File: src/rtl/bitnet_pkg.sv
// Shared types and constants for the bitnet datapath output/error stage.
package bitnet_pkg;

    typedef enum logic [1:0] {
        IDLE,
        SETTLE,
        EMIT
    } oes_state_t;

    localparam int SETTLE_W = 8;

    // Counter preload so that fwd is captured exactly `cycles` edges after accept.
    function automatic logic [SETTLE_W-1:0] settle_load(input int cycles);
        return SETTLE_W'(cycles - 1);
    endfunction

endpackage

File: src/rtl/output_error_stage_if.sv
// Label-in / backward-bits-out handshake bundle of the output error stage.
interface output_error_stage_if #(
    parameter int N_OUT = 3
);
    import bitnet_pkg::*;

    logic             sample_valid_in;
    logic             sample_ready_out;
    logic [N_OUT-1:0] target_in;
    logic [N_OUT-1:0] fwd_in;
    logic             bwd_valid_out;
    logic             bwd_ready_in;
    logic [N_OUT-1:0] bwd_out;
    logic [N_OUT-1:0] err_mask_out;

    modport master (
        output sample_valid_in, target_in, fwd_in, bwd_ready_in,
        input  sample_ready_out, bwd_valid_out, bwd_out, err_mask_out
    );

    modport slave (
        input  sample_valid_in, target_in, fwd_in, bwd_ready_in,
        output sample_ready_out, bwd_valid_out, bwd_out, err_mask_out
    );

endinterface

File: src/rtl/output_error_stage_sat_counter.sv
// Saturating up-counter with a synchronous clear that overrides increment.
module sat_counter
    import bitnet_pkg::*;
#(
    parameter int W = 16
) (
    input  logic         clk,
    input  logic         rst,
    input  logic         inc,
    input  logic         clr,
    output logic [W-1:0] count
);

    logic [W-1:0] count_reg;

    always_ff @(posedge clk or posedge rst) begin
        if (rst) begin
            count_reg <= '0;
        end else if (clr) begin
            count_reg <= '0;
        end else if (inc && (count_reg != '1)) begin
            count_reg <= count_reg + 1'b1;
        end
    end

    assign count = count_reg;

endmodule

File: src/rtl/output_error_stage.sv
// Output stage: waits for the forward network to settle, then emits target
// and error mask as backward bits while keeping saturating statistics.
module output_error_stage
    import bitnet_pkg::*;
#(
    parameter int N_OUT         = 3,
    parameter int SETTLE_CYCLES = 4,
    parameter int CNT_W         = 16
) (
    input  logic               clk_in,
    input  logic               rst_in,
    output_error_stage_if.slave bus,
    input  logic               clear_stats_in,
    output logic [CNT_W-1:0]   sample_count_out,
    output logic [CNT_W-1:0]   error_count_out,
    output logic               busy_out
);

    localparam logic [SETTLE_W-1:0] SETTLE_LOAD = settle_load(SETTLE_CYCLES);

    oes_state_t          state_reg;
    logic [SETTLE_W-1:0] settle_reg;
    logic [N_OUT-1:0]    target_reg;
    logic [N_OUT-1:0]    bwd_reg;
    logic [N_OUT-1:0]    mask_reg;
    logic [N_OUT-1:0]    mask_next;
    logic                handshake;

    for (genvar gi = 0; gi < N_OUT; gi++) begin : g_mask
        assign mask_next[gi] = bus.fwd_in[gi] ^ target_reg[gi];
    end

    always_ff @(posedge clk_in or posedge rst_in) begin
        if (rst_in) begin
            state_reg  <= IDLE;
            settle_reg <= '0;
            target_reg <= '0;
            bwd_reg    <= '0;
            mask_reg   <= '0;
        end else begin
            case (state_reg)
                IDLE: begin
                    if (bus.sample_valid_in) begin
                        target_reg <= bus.target_in;
                        settle_reg <= SETTLE_LOAD;
                        state_reg  <= SETTLE;
                    end
                end
                SETTLE: begin
                    if (settle_reg != '0) begin
                        settle_reg <= settle_reg - 1'b1;
                    end else begin
                        // Only edge where fwd_in is trusted to have resolved.
                        bwd_reg   <= target_reg;
                        mask_reg  <= mask_next;
                        state_reg <= EMIT;
                    end
                end
                EMIT: begin
                    if (bus.bwd_ready_in) begin
                        state_reg <= IDLE;
                    end
                end
                default: state_reg <= IDLE;
            endcase
        end
    end

    assign handshake            = (state_reg == EMIT) && bus.bwd_ready_in;
    assign bus.sample_ready_out = (state_reg == IDLE);
    assign bus.bwd_valid_out    = (state_reg == EMIT);
    assign bus.bwd_out          = bwd_reg;
    assign bus.err_mask_out     = mask_reg;
    assign busy_out             = (state_reg != IDLE);

    sat_counter #(.W(CNT_W)) u_sample_cnt (
        .clk   (clk_in),
        .rst   (rst_in),
        .inc   (handshake),
        .clr   (clear_stats_in),
        .count (sample_count_out)
    );

    sat_counter #(.W(CNT_W)) u_error_cnt (
        .clk   (clk_in),
        .rst   (rst_in),
        .inc   (handshake && (mask_reg != '0)),
        .clr   (clear_stats_in),
        .count (error_count_out)
    );

endmodule

File: src/flat_wrapper.sv
// flat-port wrapper written by rule: the top's interface ports become plain ports
module output_error_stage_flat import bitnet_pkg::*;
#(
    parameter int N_OUT         = 3,
    parameter int SETTLE_CYCLES = 4,
    parameter int CNT_W         = 16
)
  (clk_in, rst_in, clear_stats_in, sample_count_out, error_count_out, busy_out, bus_sample_valid_in, bus_target_in, bus_fwd_in, bus_bwd_ready_in, bus_sample_ready_out, bus_bwd_valid_out, bus_bwd_out, bus_err_mask_out);
  output_error_stage_if #(.N_OUT(N_OUT)) bus_i ();
  input  logic clk_in;
  input  logic rst_in;
  input  logic clear_stats_in;
  output logic [CNT_W-1:0] sample_count_out;
  output logic [CNT_W-1:0] error_count_out;
  output logic busy_out;
  input wire logic [$bits(bus_i.sample_valid_in)-1:0] bus_sample_valid_in;
  input wire logic [$bits(bus_i.target_in)-1:0] bus_target_in;
  input wire logic [$bits(bus_i.fwd_in)-1:0] bus_fwd_in;
  input wire logic [$bits(bus_i.bwd_ready_in)-1:0] bus_bwd_ready_in;
  output wire logic [$bits(bus_i.sample_ready_out)-1:0] bus_sample_ready_out;
  output wire logic [$bits(bus_i.bwd_valid_out)-1:0] bus_bwd_valid_out;
  output wire logic [$bits(bus_i.bwd_out)-1:0] bus_bwd_out;
  output wire logic [$bits(bus_i.err_mask_out)-1:0] bus_err_mask_out;
  assign bus_i.sample_valid_in = bus_sample_valid_in;
  assign bus_i.target_in = bus_target_in;
  assign bus_i.fwd_in = bus_fwd_in;
  assign bus_i.bwd_ready_in = bus_bwd_ready_in;
  assign bus_sample_ready_out = bus_i.sample_ready_out;
  assign bus_bwd_valid_out = bus_i.bwd_valid_out;
  assign bus_bwd_out = bus_i.bwd_out;
  assign bus_err_mask_out = bus_i.err_mask_out;
  output_error_stage #(.N_OUT(N_OUT), .SETTLE_CYCLES(SETTLE_CYCLES), .CNT_W(CNT_W)) u_core (.clk_in(clk_in), .rst_in(rst_in), .bus(bus_i), .clear_stats_in(clear_stats_in), .sample_count_out(sample_count_out), .error_count_out(error_count_out), .busy_out(busy_out));
endmodule
File: config.mk
export PLATFORM = sky130hd
export DESIGN_NAME = output_error_stage_flat
export DESIGN_NICKNAME = d
export VERILOG_FILES = /design/src/rtl/bitnet_pkg.sv /design/src/rtl/output_error_stage_if.sv /design/src/rtl/output_error_stage_sat_counter.sv /design/src/rtl/output_error_stage.sv /design/src/flat_wrapper.sv
export SDC_FILE = /design/constraint.sdc
export NUM_CORES = 1
export LEC_CHECK = 0
export CORE_MARGIN = 4
export CORE_UTILIZATION = 25
export DETAILED_ROUTE_END_ITERATION = 10
export MAX_ROUTING_LAYER = met4
export PLACE_DENSITY = 0.52
export SYNTH_ARGS = -nofsm -noshare
export SYNTH_HDL_FRONTEND = slang
export SYNTH_HIERARCHICAL = 1
export SYNTH_SLANG_ARGS = --single-unit
File: constraint.sdc
create_clock -name clk_in -period 2.75 [get_ports clk_in]
set_clock_uncertainty 0.2 [all_clocks]
set_input_delay 0.825 -clock clk_in [delete_from_list [all_inputs] [get_ports clk_in]]
set_output_delay 0.825 -clock clk_in [all_outputs]
set_load 0.03 [all_outputs]
* Yosys cells after proc, flatten, opt, wreduce, memory -nomap -nowiden
Cells that the tools add are included.
** Operators by class
- Multipliers :: 0
- Reductions and logical operators :: 15
- Eq/ne operators :: 8
- Shift-type cells :: 0
- Add/sub/neg operators :: 3
- Order comparisons :: 0
- Muxes and demuxes :: 11
- Div/mod/pow operators :: 0
- Bitwise operators :: 4
** Operator list (number)
- 16-bit two-way mux :: 4
- 16-bit by 1-bit adder with 16-bit output (second input constant) :: 2
- 16-bit != test (second input constant) :: 2
- 8-bit two-way mux :: 2
- 8-bit one-hot mux with 2 select lines :: 1
- 2-bit nonzero test :: 4
- 8-bit nonzero test :: 1
- 8-bit by 1-bit subtractor with 8-bit output (second input constant) :: 1
- 2-bit two-way mux :: 3
- 2-bit != test (second input constant) :: 3
- 2-bit one-hot mux with 3 select lines :: 1
- 3-bit AND reduction :: 2
- 1-bit logical AND :: 4
- 2-bit AND reduction :: 2
- 3-bit nonzero test :: 1
- 1-bit bitwise XOR :: 3
- 2-bit by 1-bit == test with 1-bit output (second input constant) :: 1
- 2-bit == test (second input constant) :: 1
- 2-bit zero test :: 1
- 2-bit by 1-bit != test with 1-bit output (second input constant) :: 1
- 1-bit inverter :: 1
** Word-level totals
- Output and inout bits :: 41
- Bits in writable memories :: 0
- Register bits after elaboration :: 51
- Memory bits (read-only) :: 0
- Bits in latches :: 0
- Logic and storage cells :: 48
- Bits of input ports :: 11
- Memories kept :: 0

* Depth between registers and ports, before layout
- Depth in word-level cells :: 6
- Gate-level depth with buffers :: 9
- Depth with buffers taken out :: 7

* Cells and area by module
Netlist, hierarchy kept.
** Modules (own cells, without submodules)
- sat_counter :: area each 932.1 um^2, cells an instance 101, seq. area each 400.4 um^2, times used 2
- output_error_stage :: area each 1019.7 um^2, cells an instance 96, seq. area each 475.5 um^2, times used 1

* Worst setup path before layout
Ideal clock, no wire load.
- Path kind :: register to register
- Start :: register u_core.state_reg[1]
- End :: register u_core.u_error_cnt.count_reg[13], in the netlist u_core/u_error_cnt/count[13]
- Cell stages (with the launch flop) :: 10
- Slack :: -318 ps
- Library setup time :: 78 ps
- Data arrival time :: 2790 ps
- Path buffers :: 2
- Clock period less this slack :: 3068 ps
- Required time :: 2472 ps
- Cell sequence :: dfrtp_1 > clkbuf_1 > nor2b_1 > and2_1 > o31a_1 > clkbuf_2 > nand3_1 > or4_4 > or4_1 > a21oi_1
** Between the ends
- Longest elaborated chain between the ends :: 5
** Ends and longest elaborated chain
- from (decl) :: line output_error_stage.sv:21 : oes_state_t state_reg;
- from (signal assigned) :: line output_error_stage.sv:35 : state_reg <= IDLE;
- from (signal assigned) :: line output_error_stage.sv:46 : state_reg <= SETTLE;
- from (signal assigned) :: line output_error_stage.sv:56 : state_reg <= EMIT;
- 2-bit == test
- net bus_bwd_valid_out :: line flat_wrapper.sv:21 : output wire logic [$bits(bus_i.bwd_valid_out)-1:0] bus_bwd_valid_out;
- 1-bit logical AND :: line output_error_stage.sv:69 : assign handshake = (state_reg == EMIT) && bus.bwd_ready_in;
- net u_core.handshake :: line output_error_stage.sv:27 : logic handshake;
- 1-bit logical AND :: line output_error_stage.sv:87 : .inc (handshake && (mask_reg != '0)),
- 1-bit logical AND :: line output_error_stage_sat_counter.sv:21 : end else if (inc && (count_reg != '1)) begin
- 2-bit nonzero test (no line)
- to (signal assigned) :: line output_error_stage_sat_counter.sv:22 : count_reg <= count_reg + 1'b1;
- to (decl) :: line output_error_stage_sat_counter.sv:14 : logic [W-1:0] count_reg;
The timed path passes the listed nets, and every way through them passes these cells.
A chain may end at the register's enable or synchronous reset.

* Final worst setup path
- Start :: register u_core.state_reg[1]
- End :: output bus_bwd_valid_out
** Between the ends
- Longest elaborated chain between the ends :: 1
** Ends and longest elaborated chain
- 2-bit == test :: line output_error_stage.sv:71 : assign bus.bwd_valid_out = (state_reg == EMIT);
- to (decl) :: line flat_wrapper.sv:21
Every way passes these cells.

==> impl_metrics.ini <==
[routing]
drc = 0
drt_iter0_markers = 129
dr.pass1.iters = 4
via_per_inst = 4.97
vias = 2514
wirelength_um = 7220
wl_per_cell_um = 14.3
antenna_left = 0

[sta]
hold_violations = 0
finalSetupTns_ns = 0
tightest_slew_ns = 0.611
whs_ns = 0.319
setup_ws_ns = 0.182
grt_setup_unrepaired = false
fin_crit_ns = 2.57
drv_slew = 0
slew_headroom_pct = 58.9
period_share_pct = 93.4
max_freq_ghz = 0.389
setup-violations-final = 0

[yosys]
yosysTopAreaCell = dfrtp_1
netlist_instances = 298
syn_nets = 313
synth_top_area_share_pct = 44.3
ys_ff_latch = 51
synth_area_leaders = dfrtp_1 44%, a21oi_1 4.3%, nand2_1 3.4%
synth_area_um2 = 2880
yosysWarnings = 6
ys_types = 47
avgSynthCellArea_um2 = 9.68
seq_area_frac_synth_pct = 44.3

[run_status]
outcome = finished clean

[critical_path]
cp_max_fo = 3
crit_type = flip-flop to output pin
worst_setup_path_end_kind = output pin
crit_family = buffers and inverters
cp_num_buf_inv = 1
cp_slowest_stage_delay_ns = 0.68
crit_slowest_cell = clkdlybuf4s50_1
cp.required_ns = 1.73
critPathArrivalTime_ns = 1.54
crit_cells = 2
worst_setup_path_start_kind = flip-flop
r2r_slack_ns = 0.25
ff2ff_path_depth = 7
path_cells = nor2b_4, clkdlybuf4s50_1

[cts]
cts_max_level = 2
cts-buffers-inserted = 5
cts_tree = yes
cts_buffer_depth = 2
ctsRootBufferMaster = clkbuf_16
postCtsHoldBufs = 0
clkLatencyLatePin_ns = 0.29
cts.sinks = 51
cts.clk_slew.worst_paths_ns = 0.07

[global_routing]
grt_usage_pct = 11.4
grt_antenna_before_repair = 1
gr-total-overflow = 0
grt_pass1_vias = 2402
grt_pass1_wl_um = 12000
grt_max_degree = 39

[layout]
syn2layout_area_growth_pct = 35.1
layout-drive-gt1-share_pct = 15.1
utilization_pct = 35.2
fin_nets = 379
final_common_cell = dfrtp_1
mostFrequentLayoutCells = 51 x dfrtp_1, 50 x clkdlybuf4s50_1, 26 x nand2_1
fillCellCount = 1114
fin_cells = 506
multi_input_area_um2 = 1500
seq_area_um2 = 1280

[floorplanning]
core_area_um2 = 11100
start_util_pct = 26.0
dieArea_um2 = 13300
die_h_um = 115
die_w_um = 115
rows = 38
ioPinCount = 52

[job]
drv_cap = 0

[worst_hold_path]
whs_path_depth = 1
hold_class = flip-flop to flip-flop

[power_and_ir_drop]
peakVddDrop_mv = 0.507
p_per_area_nw_per_um2 = 661
cellLeakagePower_nw = 1.52

[place]
hpwlAfterDp_um = 5220
dp_slack_ns = -0.305
dp_cells = 492
port_buffers = 51
gp_congestion = 0.801
-- cells in the mapped netlist (all sizes together) --
cell type and instances:
or3b 1, o31a 1, o41ai 5, o311a 1
o21ai 13, dfrtp 51, nand2b 4, nor3 9
inv 12, a21oi 25, dlygate4sd1 2, clkbuf 8
or4 16, nor2b 8, ha 4, nand3 15
nor4b 1, o211ai 2, nand2 26, nand3b 1
or3 16, buf 4, a211oi 1, nand4 10
nor3b 2, or4b 4, o21bai 1, a31oi 2
and2 1, and4 2, nor4 8, mux2i 7
nand4b 1, o31ai 11, mux2 10, nor2 10
xor2 3
-- logic make-up after synthesis --
logic type / Yosys count / share of synthesized area [%]
DFF: 51 / 44.3
AOI/OAI and AO/OA: 62 / 13.1
xor gates and xnor gates: 3 / 0.911
and+or+nand+nor: 135 / 28.5
muxes: 17 / 7.12
buffers and inverters: 26 / 4.38
adders and majority gates: 4 / 1.74
-- report_power, final --
| part | total, W | switching [W] | internal [W] |
|---|---|---|---|
| clock | 0.000797 | 0.000274 | 0.000522 |
| combinational | 0.000766 | 0.000393 | 0.000373 |
| sequential | 0.00101 | 0.000132 | 0.000881 |
-- worst paths after layout --
check	start	to
min in group asynchronous	rst_in	u_core/u_error_cnt/count[13]
max	u_core/state_reg[1]	bus_bwd_valid_out
max in group asynchronous	rst_in	u_core/u_error_cnt/count[5]
max reg2reg	u_core/state_reg[1]	u_core/u_error_cnt/count[13]
min reg2reg	u_core/bus.bwd_out[2]	u_core/bus.bwd_out[2]
min	u_core/bus.bwd_out[2]	u_core/bus.bwd_out[2]
-- per-layer routing --
| layer | up-vias | track usage, % | wire length, µm |
|---|---|---|---|
| met3 | 2 | 2.37 | 296 |
| met4 | 0 | 2.50 | 36 |
| met1 | 1214 | 15.4 | 3500 |
| li1 | 1253 | - | - |
| met5 | - | - | 0 |
| met2 | 45 | 17.7 | 3390 |
-- final cells by class --
| type | count | area share (%) |
|---|---|---|
| Antenna cell | 1 | 0.0642 |
| Clock buffer | 6 | 3.31 |
| Clock inverter | 2 | 1.54 |
| Inverter | 12 | 1.16 |
| Multi-Input combinational cell | 221 | 38.5 |
| Sequential cell | 51 | 32.8 |
| Tap cell | 140 | 4.50 |
| Timing Repair Buffer | 73 | 18.1 |
-- repair_timing --
action / 4_1_cts / 5_1_grt
hold endpoints to repair: 0 / 0
pin swaps: 0 / 4
endpoints found under the setup margin: 1 / 5
setup buffers: 0 / 5
cloned: 0 / 0
resized for setup: 1 / 4
-- per-stage QoR --
stage | power (W) | instance area [µm²]
after floorplan | 0.00155 | 2890
after global placement | 0.00179 | 3640
after detailed placement | 0.00180 | 3640
after CTS | 0.00262 | 3830
after global routing | 0.00275 | 3890
final | 0.00258 | 3890
Power figures use the tool's default switching activity.
